## config.mk

```make
export PLATFORM = sky130hd
export DESIGN_NAME = btn_debounce_pulse
export DESIGN_NICKNAME = d
export VERILOG_FILES = /design/src/rtl/btn_debounce_pulse.sv
export SDC_FILE = /design/constraint.sdc
export NUM_CORES = 1
export LEC_CHECK = 0
export ABC_AREA = 1
export CAP_MARGIN = 20
export CORE_MARGIN = 4
export CORE_UTILIZATION = 30
export CTS_CLUSTER_DIAMETER = 150
export DETAILED_ROUTE_END_ITERATION = 10
export SLEW_MARGIN = 40
export SYNTH_ARGS = -nofsm -noshare
export SYNTH_HDL_FRONTEND = slang
export SYNTH_SLANG_ARGS = --single-unit
```

## constraint.sdc

```tcl
create_clock -name clk -period 3.7 [get_ports clk]
set_clock_uncertainty 0.15 [all_clocks]
set_input_delay 0.74 -clock clk [delete_from_list [all_inputs] [get_ports clk]]
set_output_delay 0.74 -clock clk [all_outputs]
set_load 0.005 [all_outputs]
```

## src/rtl/btn_debounce_pulse.sv

```systemverilog
`default_nettype none
// ============================================================================
// Module   : btn_debounce_pulse
// Purpose  : Push-button conditioning for the safe front panel. Each channel
//            is synchronised to clk through two flops, debounced with a
//            stability counter, and turned into a clean level plus one-cycle
//            press, release and long-press strobes.
// Ports    : clk           system clock
//            rst           asynchronous active-high reset
//            btn_raw       raw active-high button pins, asynchronous to clk
//            btn_level     debounced button state
//            press_pulse   one-cycle strobe on an accepted press
//            release_pulse one-cycle strobe on an accepted release
//            long_pulse    one-cycle strobe, LONG_CYCLES into a hold
// Revision : 1.0  initial release
// ============================================================================
module btn_debounce_pulse #(
    parameter int NUM_BTN         = 3,
    parameter int DEBOUNCE_CYCLES = 1000000,
    parameter int LONG_CYCLES     = 200000000,
    parameter int CNT_W           = 28
) (
    input  logic               clk,
    input  logic               rst,
    input  logic [NUM_BTN-1:0] btn_raw,
    output logic [NUM_BTN-1:0] btn_level,
    output logic [NUM_BTN-1:0] press_pulse,
    output logic [NUM_BTN-1:0] release_pulse,
    output logic [NUM_BTN-1:0] long_pulse
);

    localparam logic [1:0] c_IDLE         = 2'd0;
    localparam logic [1:0] c_PRESS_WAIT   = 2'd1;
    localparam logic [1:0] c_HELD         = 2'd2;
    localparam logic [1:0] c_RELEASE_WAIT = 2'd3;

    // Terminal counts. Debounce windows end on the last count so the counter
    // never wraps; the hold counter parks at LONG_CYCLES so the long strobe
    // cannot recur within a single hold.
    localparam logic [CNT_W-1:0] c_DEB_LAST  = CNT_W'(DEBOUNCE_CYCLES - 1);
    localparam logic [CNT_W-1:0] c_LONG_LAST = CNT_W'(LONG_CYCLES - 1);
    localparam logic [CNT_W-1:0] c_LONG_SAT  = CNT_W'(LONG_CYCLES);
    localparam logic [CNT_W-1:0] c_ONE       = CNT_W'(1);

    genvar gi;
    generate
        for (gi = 0; gi < NUM_BTN; gi++) begin : g_ch
            logic             r_sync1;
            logic             r_sync2;
            logic [1:0]       r_state;
            logic [CNT_W-1:0] r_cnt;
            logic             r_level;
            logic             r_press;
            logic             r_release;
            logic             r_long;

            always_ff @(posedge clk or posedge rst) begin
                if (rst) begin
                    r_sync1   <= 1'b0;
                    r_sync2   <= 1'b0;
                    r_state   <= c_IDLE;
                    r_cnt     <= '0;
                    r_level   <= 1'b0;
                    r_press   <= 1'b0;
                    r_release <= 1'b0;
                    r_long    <= 1'b0;
                end else begin
                    r_sync1   <= btn_raw[gi];
                    r_sync2   <= r_sync1;
                    // Strobes default low so each is exactly one cycle wide.
                    r_press   <= 1'b0;
                    r_release <= 1'b0;
                    r_long    <= 1'b0;

                    case (r_state)
                        c_IDLE: begin
                            if (r_sync2) begin
                                r_state <= c_PRESS_WAIT;
                                r_cnt   <= '0;
                            end
                        end

                        c_PRESS_WAIT: begin
                            if (!r_sync2) begin
                                r_state <= c_IDLE;
                            end else if (r_cnt == c_DEB_LAST) begin
                                r_state <= c_HELD;
                                r_level <= 1'b1;
                                r_press <= 1'b1;
                                r_cnt   <= '0;
                            end else begin
                                r_cnt <= r_cnt + c_ONE;
                            end
                        end

                        c_HELD: begin
                            if (!r_sync2) begin
                                r_state <= c_RELEASE_WAIT;
                                r_cnt   <= '0;
                            end else begin
                                if (r_cnt == c_LONG_LAST) begin
                                    r_long <= 1'b1;
                                end
                                if (r_cnt != c_LONG_SAT) begin
                                    r_cnt <= r_cnt + c_ONE;
                                end
                            end
                        end

                        c_RELEASE_WAIT: begin
                            if (r_sync2) begin
                                // Release glitch: stay pressed, restart the
                                // long-press timing.
                                r_state <= c_HELD;
                                r_cnt   <= '0;
                            end else if (r_cnt == c_DEB_LAST) begin
                                r_state   <= c_IDLE;
                                r_level   <= 1'b0;
                                r_release <= 1'b1;
                            end else begin
                                r_cnt <= r_cnt + c_ONE;
                            end
                        end

                        default: begin
                            r_state <= c_IDLE;
                            r_cnt   <= '0;
                        end
                    endcase
                end
            end

            assign btn_level[gi]     = r_level;
            assign press_pulse[gi]   = r_press;
            assign release_pulse[gi] = r_release;
            assign long_pulse[gi]    = r_long;
        end
    endgenerate

endmodule
`default_nettype wire
```

==> flow_summary_export.csv, run 1 <==
group,metric,value,unit
run_status,result_of_the_run,"finished, final reports clean",
setup_path,slowest_stage,"dfrtp_1",
synthesis,mappedNetlistNets,1290,
setup_path,path_class,"reg2reg",
die,area_inside_the_core_boundary,0.02688,mm^2
timing,worst-slew-pin-transition,718.5,ps
die,top_level_ports,17,
pwr,seq_power_share,49.2,%
pwr,pwr_density_cell,279.7,mW/mm^2
synthesis,synth_compound_gate_area_share,4.725,%
routing,routed_wire_length_per_instance,13.70,um
pwr,p_clk_share,44.0,%
routing,post-route-drc-count,0,
synthesis,synth_top_family_by_area,"simple AND/OR/NAND/NOR gates",
setup_path,crit_required,3800,ps
timing,finalCritPeriodShare,69.18,%
die,dieArea,0.02998,mm^2
synthesis,post_synth_mux_area_share,0,%
synthesis,synthCells,1279,
die,num_rows,60,
setup_path,cp_top_family,"simple AND/OR/NAND/NOR gates",
synthesis,synth_simple_gate_area_share,49.04,%
clocking,clock_tree.buffer_depth,2,
timing,finalHoldViolCount,0,
setup_path,sequence_of_cells_on_the_critical_path,"ha_1 > nand2_1 > nor2_4 > nand2_2 > nor2_2 > nand3_2 > nand2_2 > nor2_4 > nand3_2 > nand2_1 > nor2_1",
synthesis,synth.top_cell.area_share,33.03,%
final_layout,finish.cell_count_without_fillers,1614,
synthesis,synth-edff-count,0,
global_routing,antenna_found_initial,0,
final_layout,layout.filler_cells,2939,
setup_path,critical_path.endpoint_type,"flip-flop",
clocking,numCtsBuffers,9,
placed_design,replace_congestion,0.9242,
synthesis,synth-seq-area-share,33.03,%
routing,detail_route.first_pass.iterations,5,
synthesis,yosys.area.top_type,"dfrtp_1",
clocking,ctsHtreeMaxLevel,3,
routing,route.vias.total,8192,
routing,ant_nets,0,
placed_design,post-place-cells,1598,
synthesis,synth-warning-count,0,
synthesis,synth_most_common_cell,"nand2_1",
final_layout,fin_nets,1279,
timing,layout_setup_ws,1140,ps
clocking,clk_pin_slew_worst_paths,80,ps
synthesis,synth-async-reset-ratio,100.0,%
setup_path,start_kind,"flip-flop",
clocking,clock_tree_from_tritoncts,"yes",
run,drv.max_cap_violation_count,0,
clocking,cts_root_buf,"clkbuf_16",
timing,rsz0062_at_grt,"no",
hold_path,hold_path_class,"reg2reg",
setup_path,slowest_delay,460,ps
timing,time_the_worst_path_needs_with_i_o_delays_and_setup,2560,ps
synthesis,ys_top_cells_by_count,"nand2_1, nor2_1, nand3_1",
synthesis,postSynthAreaPerCell,6.398,um^2
timing,drv_slew,0,
synthesis,fraction_of_the_mapped_netlist_area_in_adder_cells,0.9174,%
placed_design,placement.io_buffers,16,
synthesis,yosys-top-cells-area,"dfrtp_1, nand2_1, nand3_1",
clocking,clk_latency,370,ps
pwr,p_switching,0.6444,mW
final_layout,area_growth_syn_to_layout,8.700,%
synthesis,postSynthRegisterBits,108,
die,die_height,173.2,um
final_layout,antennaDiodeCount,0,
clocking,cts.repair_timing.setup_buffer_count,0,
synthesis,synth.lib_cells_used.distinct,40,
timing,tns,0,ps
global_routing,grt_start_max_net_pins,63,
pwr,netSwitchingFraction,25.90,%
routing,wl,22110,um
global_routing,grt_first_pass_wirelength,38010,um
pwr,share_comb_of_total_power,6.8,%
routing,routed_via_density,5.076,
placed_design,placement.setup.worst_slack,1163,ps
global_routing,overflow,0,
synthesis,postSynth.topFlopCell,"dfrtp_1",
setup_path,cp_max_fo,22,
die,initial_utilization,30.45,%
clocking,clock-sinks,108,
setup_path,worst-endpoint-arrival,2660,ps
setup_path,worstPathBufferInverterCount,0,
timing,timing.slew.headroom,52.10,%
synthesis,synth_xor_xnor_area_share,1.498,%
global_routing,global_route.usage.total,14.89,%
pwr,cellLeakagePower,4.074,nW
timing,setup_viol,0,
clocking,post_cts_resize_count,0,
global_routing,grt_pass1_vias,7645,
clocking,cts_hold_buf,0,
pwr,p_int,1.843,mW
die,dieWidth,173.2,um
timing,clock.fmax,390.7,MHz
routing,initialDrtViolationCount,704,
placed_design,place_hpwl,16360,um
synthesis,netlist_area,0.008183,mm^2
final_layout,drive_above_1_share,7.384,%
pwr,max-vdd-ir-drop,0.2045,mV
==> final cells by class <==
type / count / area (um^2) / share of cell area [%]
multi-input combinational: 963 / 4604 / 51.77
sequential: 108 / 2703 / 30.38
clock inverter: 6 / 95.09 / 1.069
clock buffer: 10 / 229.0 / 2.574
timing repair buffer: 22 / 217.7 / 2.448
inverter: 164 / 619.3 / 6.963
tap: 341 / 426.7 / 4.797
==> cells by family after synthesis <==
group                    Yosys count
AO/OA/AOI/OAI                     70
XOR/XNOR                          14
adder cells (fa/ha/maj)            6
buffers and inverters            208
flip-flops                       108
AND/OR/NAND/NOR                  873
==> final timing paths <==
kind	slack, ps	endpoint	startpoint	cells after the start
hold / removal	200	g_ch[2].r_sync2$_DFF_PP0_	g_ch[2].r_sync1$_DFF_PP0_	0
setup reg to reg	1140	g_ch[0].r_cnt[12]$_DFFE_PP0P_	g_ch[0].r_cnt[0]$_DFFE_PP0P_	11
hold reg to reg	200	g_ch[2].r_sync2$_DFF_PP0_	g_ch[2].r_sync1$_DFF_PP0_	0
min in group asynchronous	490	g_ch[1].r_level$_DFFE_PP0P_	rst	2
max in group asynchronous	2150	g_ch[2].r_long$_DFF_PP0_	rst	3
setup / recovery	1140	g_ch[0].r_cnt[12]$_DFFE_PP0P_	g_ch[0].r_cnt[0]$_DFFE_PP0P_	11
==> power by group through the flow <==
stage	registers [mW]	clock network (mW)	logic, mW
after floorplan	1.24	0	0.135
after global placement	1.25	0	0.170
after detailed placement	1.25	0	0.172
after CTS	1.22	1.12	0.173
after global routing	1.23	1.17	0.194
final	1.22	1.09	0.170
==> metal layers <==
metal	part of all wire [%]	track usage, %	vias to the layer above
met2	46	24.07	214
met3	4.4	2.230	36
met5	0	0	-
li1	-	-	4113
met1	47	20.56	3829
met4	2.0	4.789	0
==> registers in the layout (all words and copies together), names as in the netlist, named ones only <==
signal and cells:
g_ch.r_release 3, g_ch.r_long 3, g_ch.r_sync1 3, g_ch.r_sync2 3, g_ch.r_level 3, g_ch.r_cnt 84
g_ch.r_state 3, g_ch.r_press 3
==> cells in the final DEF, fill, tap and decap left out, types with 2 or more instances in the layout <==
cell             synthesis  final
nand2_1                341    341
nor2_1                 196    195
nand3_1                172    172
inv_1                  148    147
dfrtp_1                108    108
nand4_1                 72     72
nor3_1                  30     30
a21oi_1                 26     26
o21ai_1                 19     19
inv_2                   16     16
clkdlybuf4s50_1          0     16
o21ai_0                 14     14
xor2_1                  14     14
nand2_2                 13     13
nor2_2                  12     12
nor2_4                   9     10
clkbuf_16                0      9
nand3_2                  6      6
o21ai_2                  6      6
ha_1                     6      6
buf_4                   14      5
nand3b_1                 4      4
nor4_1                   4      4
clkinvlp_4               0      3
nand3_4                  2      2
and2_1                   2      2
nor3_2                   2      2
a21o_1                   2      2
nor3b_1                  2      2
bufinv_16                0      2
==> metrics by stage <==
stage | hold WS, ps | total power [mW] | util (%) | instance area (um^2)
final | 203.0 | 2.488 | 33.10 | 8895
after global routing | 208.9 | 2.589 | 33.10 | 8895
after CTS | 205.5 | 2.517 | 33.10 | 8895
after detailed placement | 191.8 | 1.419 | 31.89 | 8571
after global placement | 192.4 | 1.415 | 31.89 | 8571
after floorplan | 181.2 | 1.371 | - | 8187
Note: power is estimated with default switching activity, not from simulation.
==> run 2: changes to the inputs <==
==> constraint.sdc (replaced) <==
create_clock -name clk -period 2.1 [get_ports clk]
set_clock_uncertainty 0.15 [all_clocks]
set_input_delay 0.42 -clock clk [delete_from_list [all_inputs] [get_ports clk]]
set_output_delay 0.42 -clock clk [all_outputs]
set_load 0.005 [all_outputs]
==> run 2 against run 1 <==
  * Clock power up 60%
  * Final cell count is 9.3% higher
  * Sequential cell count unchanged
  * Non-clock buffer count increased by 148
  * Combinational power grew to 2.8 times the previous value
  * Sequential power grew 75%
  * Critical path type unchanged
==> flow_summary_export.csv, run 2 (synthesis gave the netlist of run 1 again) <==
group,metric,value,unit
final_layout,largest_register_ff_count,84,
setup_path,start_kind,"flip-flop",
setup_path,worstPathBufferInverterCount,5,
setup_path,cp_max_fo,7,
global_routing,overflow,0,
timing,finalCritPeriodShare,97.41,%
pwr,cellLeakagePower,4.927,nW
global_routing,global_route.usage.total,15.76,%
clocking,clock_tree.buffer_depth,2,
timing,timing.slew.headroom,57.79,%
setup_path,critical_r2r_capture,"g_ch[2].r_cnt[12]$_DFFE_PP0P_",
setup_path,rr_startpoint,"g_ch[2].r_cnt[1]$_DFFE_PP0P_",
setup_path,worst-endpoint-arrival,2140,ps
clocking,numCtsBuffers,9,
setup_path,critical_path.endpoint_type,"flip-flop",
routing,wl,24670,um
timing,tns,0,ps
clocking,clk_pin_slew_worst_paths,80,ps
die,initial_utilization,30.45,%
setup_path,path_class,"reg2reg",
pwr,share_comb_of_total_power,11.1,%
final_layout,area_growth_syn_to_layout,27.92,%
run_status,result_of_the_run,"finished, final reports clean",
final_layout,post-route-cell-area,0.01047,mm^2
pwr,netSwitchingFraction,26.18,%
die,die_height,173.2,um
final_layout,final_core_utilization,38.95,%
final_layout,regMostFlops,"g_ch.r_cnt",
run,drv.max_cap_violation_count,0,
timing,drv_slew,0,
pwr,p_total,4.370,mW
setup_path,rrSetupSlack,50,ps
hold_path,worstHoldStart,"g_ch[0].r_sync1$_DFF_PP0_",
global_routing,antenna_found_initial,0,
routing,routed_via_density,4.964,
routing,post-route-drc-count,0,
hold_path,worst_hold_end,"g_ch[0].r_sync2$_DFF_PP0_",
timing,time_the_worst_path_needs_with_i_o_delays_and_setup,2046,ps
routing,route.vias.total,8757,
timing,setup_viol,0,
die,area_inside_the_core_boundary,0.02688,mm^2
placed_design,placement.cell_area,0.009584,mm^2
clocking,cts_root_buf,"clkbuf_16",
pwr,pwr_density_cell,417.5,mW/mm^2
clocking,clk_latency,350,ps
routing,routed_wire_length_per_instance,13.98,um
setup_path,crit_required,2200,ps
pwr,max-vdd-ir-drop,0.3667,mV
final_layout,fin_nets,1430,
timing,clock.fmax,488.9,MHz
setup_path,number_of_cells_traversed_by_the_worst_register_to_register_path,13,
timing,finalHoldViolCount,0,
setup_path,cp_top_family,"simple AND/OR/NAND/NOR gates",
die,dieWidth,173.2,um
hold_path,hold-path-cell-count,0,
final_layout,drive_above_1_share,21.71,%
placed_design,place_hpwl,18130,um
placed_design,placement.io_buffers,16,
die,dieArea,0.02998,mm^2
pwr,p_switching,1.144,mW
pwr,p_clk_share,39.9,%
clocking,clock_tree_from_tritoncts,"yes",
setup_path,slowest_stage,"dfrtp_1",
final_layout,layout.cells.most_common_list,"nand2_1, nor2_1, nand3_1, inv_1, buf_4",
pwr,seq_power_share,49.0,%
setup_path,sequence_of_cells_on_the_critical_path,"inv_2 > ha_4 > inv_2 > nor3_4 > nand2_1 > nor2_2 > nand3b_4 > inv_2 > nor2_4 > clkbuf_16 > clkbuf_16 > a21oi_1 > nor2_2",
global_routing,grt_first_pass_wirelength,39880,um
die,top_level_ports,17,
clocking,ctsHtreeMaxLevel,3,
timing,worst-slew-pin-transition,630.8,ps
clocking,cts_hold_buf,0,
final_layout,layout.cells.most_common,"nand2_1",
setup_path,slowest_delay,420,ps
die,num_rows,60,
final_layout,antennaDiodeCount,0,
routing,detail_route.first_pass.iterations,5,
setup_path,path_common_cell,"inv_2",
routing,ant_nets,0,
global_routing,grt_start_max_net_pins,52,
hold_path,hold_path_class,"reg2reg",
pwr,p_int,3.226,mW
routing,initialDrtViolationCount,675,
timing,rsz0062_at_grt,"yes",
placed_design,replace_congestion,0.8957,
clocking,clock-sinks,108,
global_routing,grt_pass1_vias,8028,
-- run 2: cell types whose count changed in the layout (fill, tap and decap cells not counted), sizes merged --
cell / delta
clkinvlp: -1
buf: +146
nand3: +1
clkinv: +2
bufinv: -1
inv: -2
nand4: +1
clkbuf: +3
nor2: +1
-- run 2: what timing repair did --
item,CTS,global route
setup endpoints to repair,43,80
pin swaps,2,34
resized for setup,10,100
gates cloned,1,3
buffers inserted,4,15
-- run 2: final cells by class --
type                    instances  area, um^2
inverters                     164       624.3
clock inverters                 4       51.30
flip-flops and latches        108        2706
repair buffers                170        1444
clock buffers                  11       232.7
multi-input cells             966        4982
well taps                     341       426.7
fillers                      2830       16410
-- run 2: per-stage QoR --
step / instances / hold slack, ps / setup WS [ps]
floorplan: 1279 / 181.2 / 90.63
global placement: 1724 / 182.6 / -364.0
detailed placement: 1726 / 186.4 / -283.5
CTS: 1746 / 205.6 / 3.967
global route: 1764 / 215.6 / -73.32
finish: 1764 / 201.7 / 54.49
-- run 2: worst max path at each step --
stage / to / slack (ps) / from / cells after the start
2_1_floorplan: g_ch[0].r_cnt[2]$_DFFE_PP0P_ / 90 / g_ch[0].r_cnt[0]$_DFFE_PP0P_ / 11
3_5_place_dp: g_ch[0].r_cnt[12]$_DFFE_PP0P_ / -280 / g_ch[0].r_cnt[0]$_DFFE_PP0P_ / 11
4_1_cts: g_ch[2].r_cnt[12]$_DFFE_PP0P_ / 4 / g_ch[2].r_cnt[1]$_DFFE_PP0P_ / 12
6_report: g_ch[2].r_cnt[12]$_DFFE_PP0P_ / 50 / g_ch[2].r_cnt[1]$_DFFE_PP0P_ / 13
5_1_grt: g_ch[2].r_cnt[16]$_DFFE_PP0P_ / -70 / g_ch[2].r_cnt[0]$_DFFE_PP0P_ / 11
3_3_place_gp: g_ch[2].r_cnt[7]$_DFFE_PP0P_ / -360 / g_ch[2].r_cnt[0]$_DFFE_PP0P_ / 11
-- run 2: layer usage --
layer / part of all wire [%] / global-route usage (%) / wire length [um]
met1: 47 / 22.02 / 11590
met2: 47 / 26.53 / 11650
met3: 4.8 / 1.990 / 1187
met4: 0.98 / 2.860 / 242
met5: 0 / 0 / 0
-- run 2: power groups by stage --
stage               Clock, mW  Combinational (mW)  Sequential [mW]
detailed placement          0               0.404             2.18
floorplan                   0               0.239             2.18
global placement            0               0.389             2.18
CTS                      1.81               0.420             2.14
finish                   1.74               0.484             2.14
global route             1.90               0.534             2.15
==> edit 1 (settings of run 1) <==
Put one more register stage on the output `btn_level`, with the module's reset. The value now appears one clock later. The other outputs are not delayed to match.
--- a/src/rtl/btn_debounce_pulse.sv
+++ b/src/rtl/btn_debounce_pulse.sv
@@ -42,4 +42,6 @@
     localparam logic [CNT_W-1:0] c_LONG_SAT  = CNT_W'(LONG_CYCLES);
     localparam logic [CNT_W-1:0] c_ONE       = CNT_W'(1);
+
+    logic [NUM_BTN-1:0] btn_level_d;
 
     genvar gi;
@@ -131,5 +133,5 @@
             end
 
-            assign btn_level[gi]     = r_level;
+            assign btn_level_d[gi]     = r_level;
             assign press_pulse[gi]   = r_press;
             assign release_pulse[gi] = r_release;
@@ -138,4 +140,12 @@
     endgenerate
 
+    always_ff @(posedge clk or posedge rst) begin
+        if (rst) begin
+            btn_level <= '0;
+        end else begin
+            btn_level <= btn_level_d;
+        end
+    end
+
 endmodule
 `default_nettype wire
Function: no difference found for any inputs over 10 cycles, from zero or initial values and one cycle with rst high; that may be too few to reach the edited logic, so the function may still have changed.
==> edit 1 against run 1 <==
Sequential cell count rose by 3. Final area rose by 5.6%. Die area rose by 4.9%. Highest routed layer unchanged. Wire length rose by 6.8%. Worst setup slack improved by 0.12 ns. Area after synthesis rose by 5.1%. Critical path depth did not move. Total power rose by 0.66%.
==> edit 1: results (changes against run 1) <==
Setup bufs post-CTS = 0 (unchanged)
Crit-path max cell delay = 0.48 ns (+0.02 ns)
Static leakage = 4.31 nW (+5.8%)
Number of global-route vias before repair = 7922 (+3.6%)
Gpl congestion = 0.931 (+0.77%)
Place WS = 1.23 ns (+0.0695 ns)
Yosys cell types = 40 (unchanged)
R2r setup slk = 1.26 ns (+0.12 ns)
HP Start = g_ch[0].r_sync1$_DFF_PP0_
First-pass GRT wire length = 39900 µm (+4.9%)
Drt total wl = 23600 µm (+6.8%)
Clk root buf = clkbuf_16
Share of cells above drive strength 1 = 7.20% (-0.18 points)
DRT Pass-1 Iters = 5 (unchanged)
FF-to-FF path depth = 11 (unchanged)
Vias per inst = 4.93 (-3.0%)
CTS resizes = 0 (unchanged)
Reg-to-reg startpoint = g_ch[2].r_cnt[0]$_DFFE_PP0P_
Async S/R FF share, synth = 100% (unchanged)
H-tree levels = 3 (unchanged)
Net Count, Synth = 1360 (+5.4%)
Warning count from the yosys run = 0 (unchanged)
VDD IR-drop max = 0.000206 V (+0.91%)
Internal power = 1.82 mW (-1.1%)
CTS buffer count = 9 (unchanged)
Largest cells by area after synthesis = dfrtp_1 32%, nand2_1 14%, nand3_1 13%
R2R Path End = g_ch[2].r_cnt[26]$_DFFE_PP0P_
# fillers = 3044 (+3.6%)
Max FFs per register = 84 (unchanged)
Slowest CP cell = nand3_1
Status = finished clean
Hpwl dp = 17300 µm (+5.9%)
Worst hold margin = 0.204 ns (+0.00122 ns)
Largest net degree at the start of global routing = 33 (-48%)
Number of antenna violations at the first check in global routing = 0 (unchanged)
Hold Path End = g_ch[0].r_sync2$_DFF_PP0_
Clk_lat worst skew = 0.37 ns (about the same)
Commonest register cell after synthesis = dfrtp_1
Placed insts = 1709 (+6.9%)
Hold Crit Depth = 0 (unchanged)
Sequential share of the synthesized area = 32.3% (-0.73 points)
Average wire per standard cell = 13.7 µm (about the same)
Syn Inst Count = 1349 (+5.5%)
GRT Overall Usage = 15.3% (+0.42 points)
Worst relative slew slack = 57.5% (+5.4 points)
Hold WC Path Type = reg -> reg
DP Area = 9080 µm² (+6.0%)
Clk slew on worst S/H paths = 0.08 ns (about the same)
Top reg by flops = g_ch.r_cnt
Port Buffer Count = 16 (unchanged)
Clock Path Buffers = 2 (unchanged)
Max FO, Critical Path = 13 (-41%)
Diode count = 0 (unchanged)
Initial DRC count = 757 (+7.5%)
Critical Path AT = 2.59 ns (-0.07 ns)
Synth cell count leaders = 323 x nand2_1, 219 x nand3_1, 186 x nor2_1
CP top delay family = simple AND/OR/NAND/NOR gates
[edit 1: final cells by class]
class / count / area [µm²] / area share [%]
flip-flops and latches: 111 / 2780 / 29.6
well taps: 378 / 473 / 5.03
repair buffers: 32 / 300 / 3.20
inverters: 191 / 721 / 7.67
multi-input cells: 997 / 4810 / 51.2
clock inverters: 7 / 83.8 / 0.892
clock buffers: 9 / 225 / 2.40
[edit 1: worst register-to-register path, delay by kind of cell, from the launching register on]
kind                     cells  cell delay [ns]
flip-flops                   1             0.42
AND/OR/NAND/NOR              8             1.38
buffers and inverters        2             0.20
adder cells (fa/ha/maj)      1             0.23
[edit 1: how the worst max path moves through the flow]
stage                                 startpoint                             to  cells after the start  slack [ns]
detailed placement     g_ch[1].r_sync2$_DFF_PP0_  g_ch[1].r_cnt[19]$_DFFE_PP0P_                      6        1.23
finish              g_ch[2].r_cnt[0]$_DFFE_PP0P_  g_ch[2].r_cnt[26]$_DFFE_PP0P_                     11        1.26
global route        g_ch[2].r_cnt[0]$_DFFE_PP0P_  g_ch[2].r_cnt[26]$_DFFE_PP0P_                     11        0.97
CTS                    g_ch[1].r_sync2$_DFF_PP0_  g_ch[1].r_cnt[20]$_DFFE_PP0P_                      6        1.23
floorplan                                    rst     asynchronous set/reset pin                      1        1.47
global placement    g_ch[2].r_cnt[0]$_DFFE_PP0P_  g_ch[2].r_cnt[27]$_DFFE_PP0P_                     11        1.23
[edit 1: kinds of logic (layout without fill, tap and decap cells)]
logic type / count (synthesis) / count (layout) / share of synthesized area [%]
compound gates: 96 / 96 / 6.30
xor+xnor: 15 / 15 / 1.53
buf+inv: 241 / 239 / 11.8
flops: 111 / 111 / 32.3
fa+ha+maj: 6 / 6 / 0.873
simple gates: 880 / 880 / 47.2
[edit 1: layer usage]
| metal | vias to the layer above | GRT usage, % | share of wire (%) |
|---|---|---|---|
| met1 | 3934 | 21.2 | 49 |
| met5 | - | 0 | 0 |
| met3 | 21 | 2.34 | 3.9 |
| met4 | 0 | 3.06 | 0.94 |
| met2 | 184 | 25.5 | 46 |
| li1 | 4358 | - | - |
[edit 1: power groups by stage]
| stage | sequential [mW] | combinational, mW | clock [mW] |
|---|---|---|---|
| 6_report | 1.25 | 0.192 | 1.06 |
| 2_1_floorplan | 1.27 | 0.144 | 0 |
| 5_1_grt | 1.25 | 0.220 | 1.15 |
| 3_5_place_dp | 1.27 | 0.195 | 0 |
| 3_3_place_gp | 1.27 | 0.188 | 0 |
| 4_1_cts | 1.25 | 0.195 | 1.10 |
==> edit 2 (flow settings as in run 1) <==
Without the edit above. Change the parameter `DEBOUNCE_CYCLES` from 1000000 to 500000.
--- a/src/rtl/btn_debounce_pulse.sv
+++ b/src/rtl/btn_debounce_pulse.sv
@@ -17,5 +17,5 @@
 module btn_debounce_pulse #(
     parameter int NUM_BTN         = 3,
-    parameter int DEBOUNCE_CYCLES = 1000000,
+    parameter int DEBOUNCE_CYCLES = 500000,
     parameter int LONG_CYCLES     = 200000000,
     parameter int CNT_W           = 28
Check against the original RTL: no difference found for any inputs over 10 cycles, from zero or initial values and one cycle with rst high; that may be too few to reach the edited logic, so the function may still have changed.
==> edit 2 against run 1 <==
Count of clock-buffer cells in the layout rose by 3. Synthesized cell count grew 6.8%. Sequential cell count unchanged. Total power down 4.6%. Critical path depth up 1. Final area is 4.8% higher. Die area grew 5.5%. Worst setup slack improved by 0.086 ns. Area after synthesis is 5.8% higher. Combinational power is 15% higher. Wire length grew 11%. Fmax increased by 3.5%.
==> edit 2: results (changes against run 1) <==
Port Buffer Count = 16 (unchanged)
Buffers plus inverters on the worst setup path = 1 (+1)
Drt total wl = 24500 µm (+11%)
PwrDens = 255 nW/µm² (-9.0%)
DRT Pass-1 Iters = 6 (+1)
Worst hold margin = 0.201 ns (-0.00238 ns)
First-pass GRT wire length = 41200 µm (+8.4%)
Number of global-route vias before repair = 8347 (+9.2%)
Largest cells by area after synthesis = dfrtp_1 31%, nand2_1 15%, nand3_1 11%
Hpwl dp = 18000 µm (+10%)
Met3 Use GR = 1.83% (-0.40 points)
Critical Path AT = 2.57 ns (-0.09 ns)
Vias per inst = 5.11 (+0.66%)
FF-to-FF path depth = 12 (+1)
R2r setup slk = 1.23 ns (+0.09 ns)
Global routing usage on met1 = 21.4% (+0.80 points)
Sequential share of the synthesized area = 31.2% (-1.8 points)
Gpl congestion = 0.924 (about the same)
R2R Path End = g_ch[2].r_cnt[25]$_DFFE_PP0P_
Synth Area in Adders = 0.867% (-0.050 points)
DP Area = 9020 µm² (+5.2%)
HP Start = g_ch[1].r_sync1$_DFF_PP0_
Met3 WL post-DR = 1180 µm (+20%)
Final net count = 1361 (+6.4%)
Yosys cell types = 42 (+5.0%)
Largest net degree at the start of global routing = 49 (-22%)
Clock Power = 0.949 mW (-13%)
Share of cells above drive strength 1 = 6.05% (-1.3 points)
Synth Area in XOR/XNOR = 1.92% (+0.42 points)
Synth cell count leaders = 341 x nand2_1, 214 x nor2_1, 188 x nand3_1
GRT Overall Usage = 15.7% (+0.82 points)
Static leakage = 4.29 nW (+5.3%)
Crit-path max cell delay = 0.42 ns (-0.04 ns)
Reg-to-reg startpoint = g_ch[2].r_cnt[0]$_DFFE_PP0P_
Max FO, Critical Path = 12 (-45%)
Logic power comb = 0.196 mW (+15%)
Compound-Gate Fraction of Synth Area = 5.88% (+1.2 points)
Switch Pwr = 0.639 mW (-0.84%)
Hold Path End = g_ch[1].r_sync2$_DFF_PP0_
Slew @ Worst Pin = 0.778 ns (+0.0594 ns)
Met2 usage = 26.0% (+1.9 points)
Status = finished clean
DRT met1 WL = 11300 µm (+8.2%)
edit 2: cell count changes in the layout (fill, tap and decap cells not counted), moves of 7 or more:
cell	delta
o21ai_0	+8
o21ai_1	-13
a21oi_1	+17
nor2_1	+18
inv_1	+30
inv_2	-12
nand3_1	+16
nand4_1	+7
edit 2: final cells by class:
cell class | instances | area [µm²]
inverter | 184 | 702
multi-input combinational | 1024 | 4910
tap | 378 | 473
clock inverter | 3 | 22.5
clock buffer | 13 | 250
timing repair buffer | 23 | 258
sequential | 108 | 2700
fill | 3099 | 18800
edit 2: through the flow:
step | utilization, % | setup WS, ns | cells
final | 33.2 | 1.23 | 1733
after detailed placement | 32.1 | 1.28 | 1716
after global placement | 32.1 | 1.32 | 1716
after global routing | 33.2 | 0.955 | 1733
after CTS | 33.1 | 1.27 | 1732
after floorplan | - | 1.51 | 1366
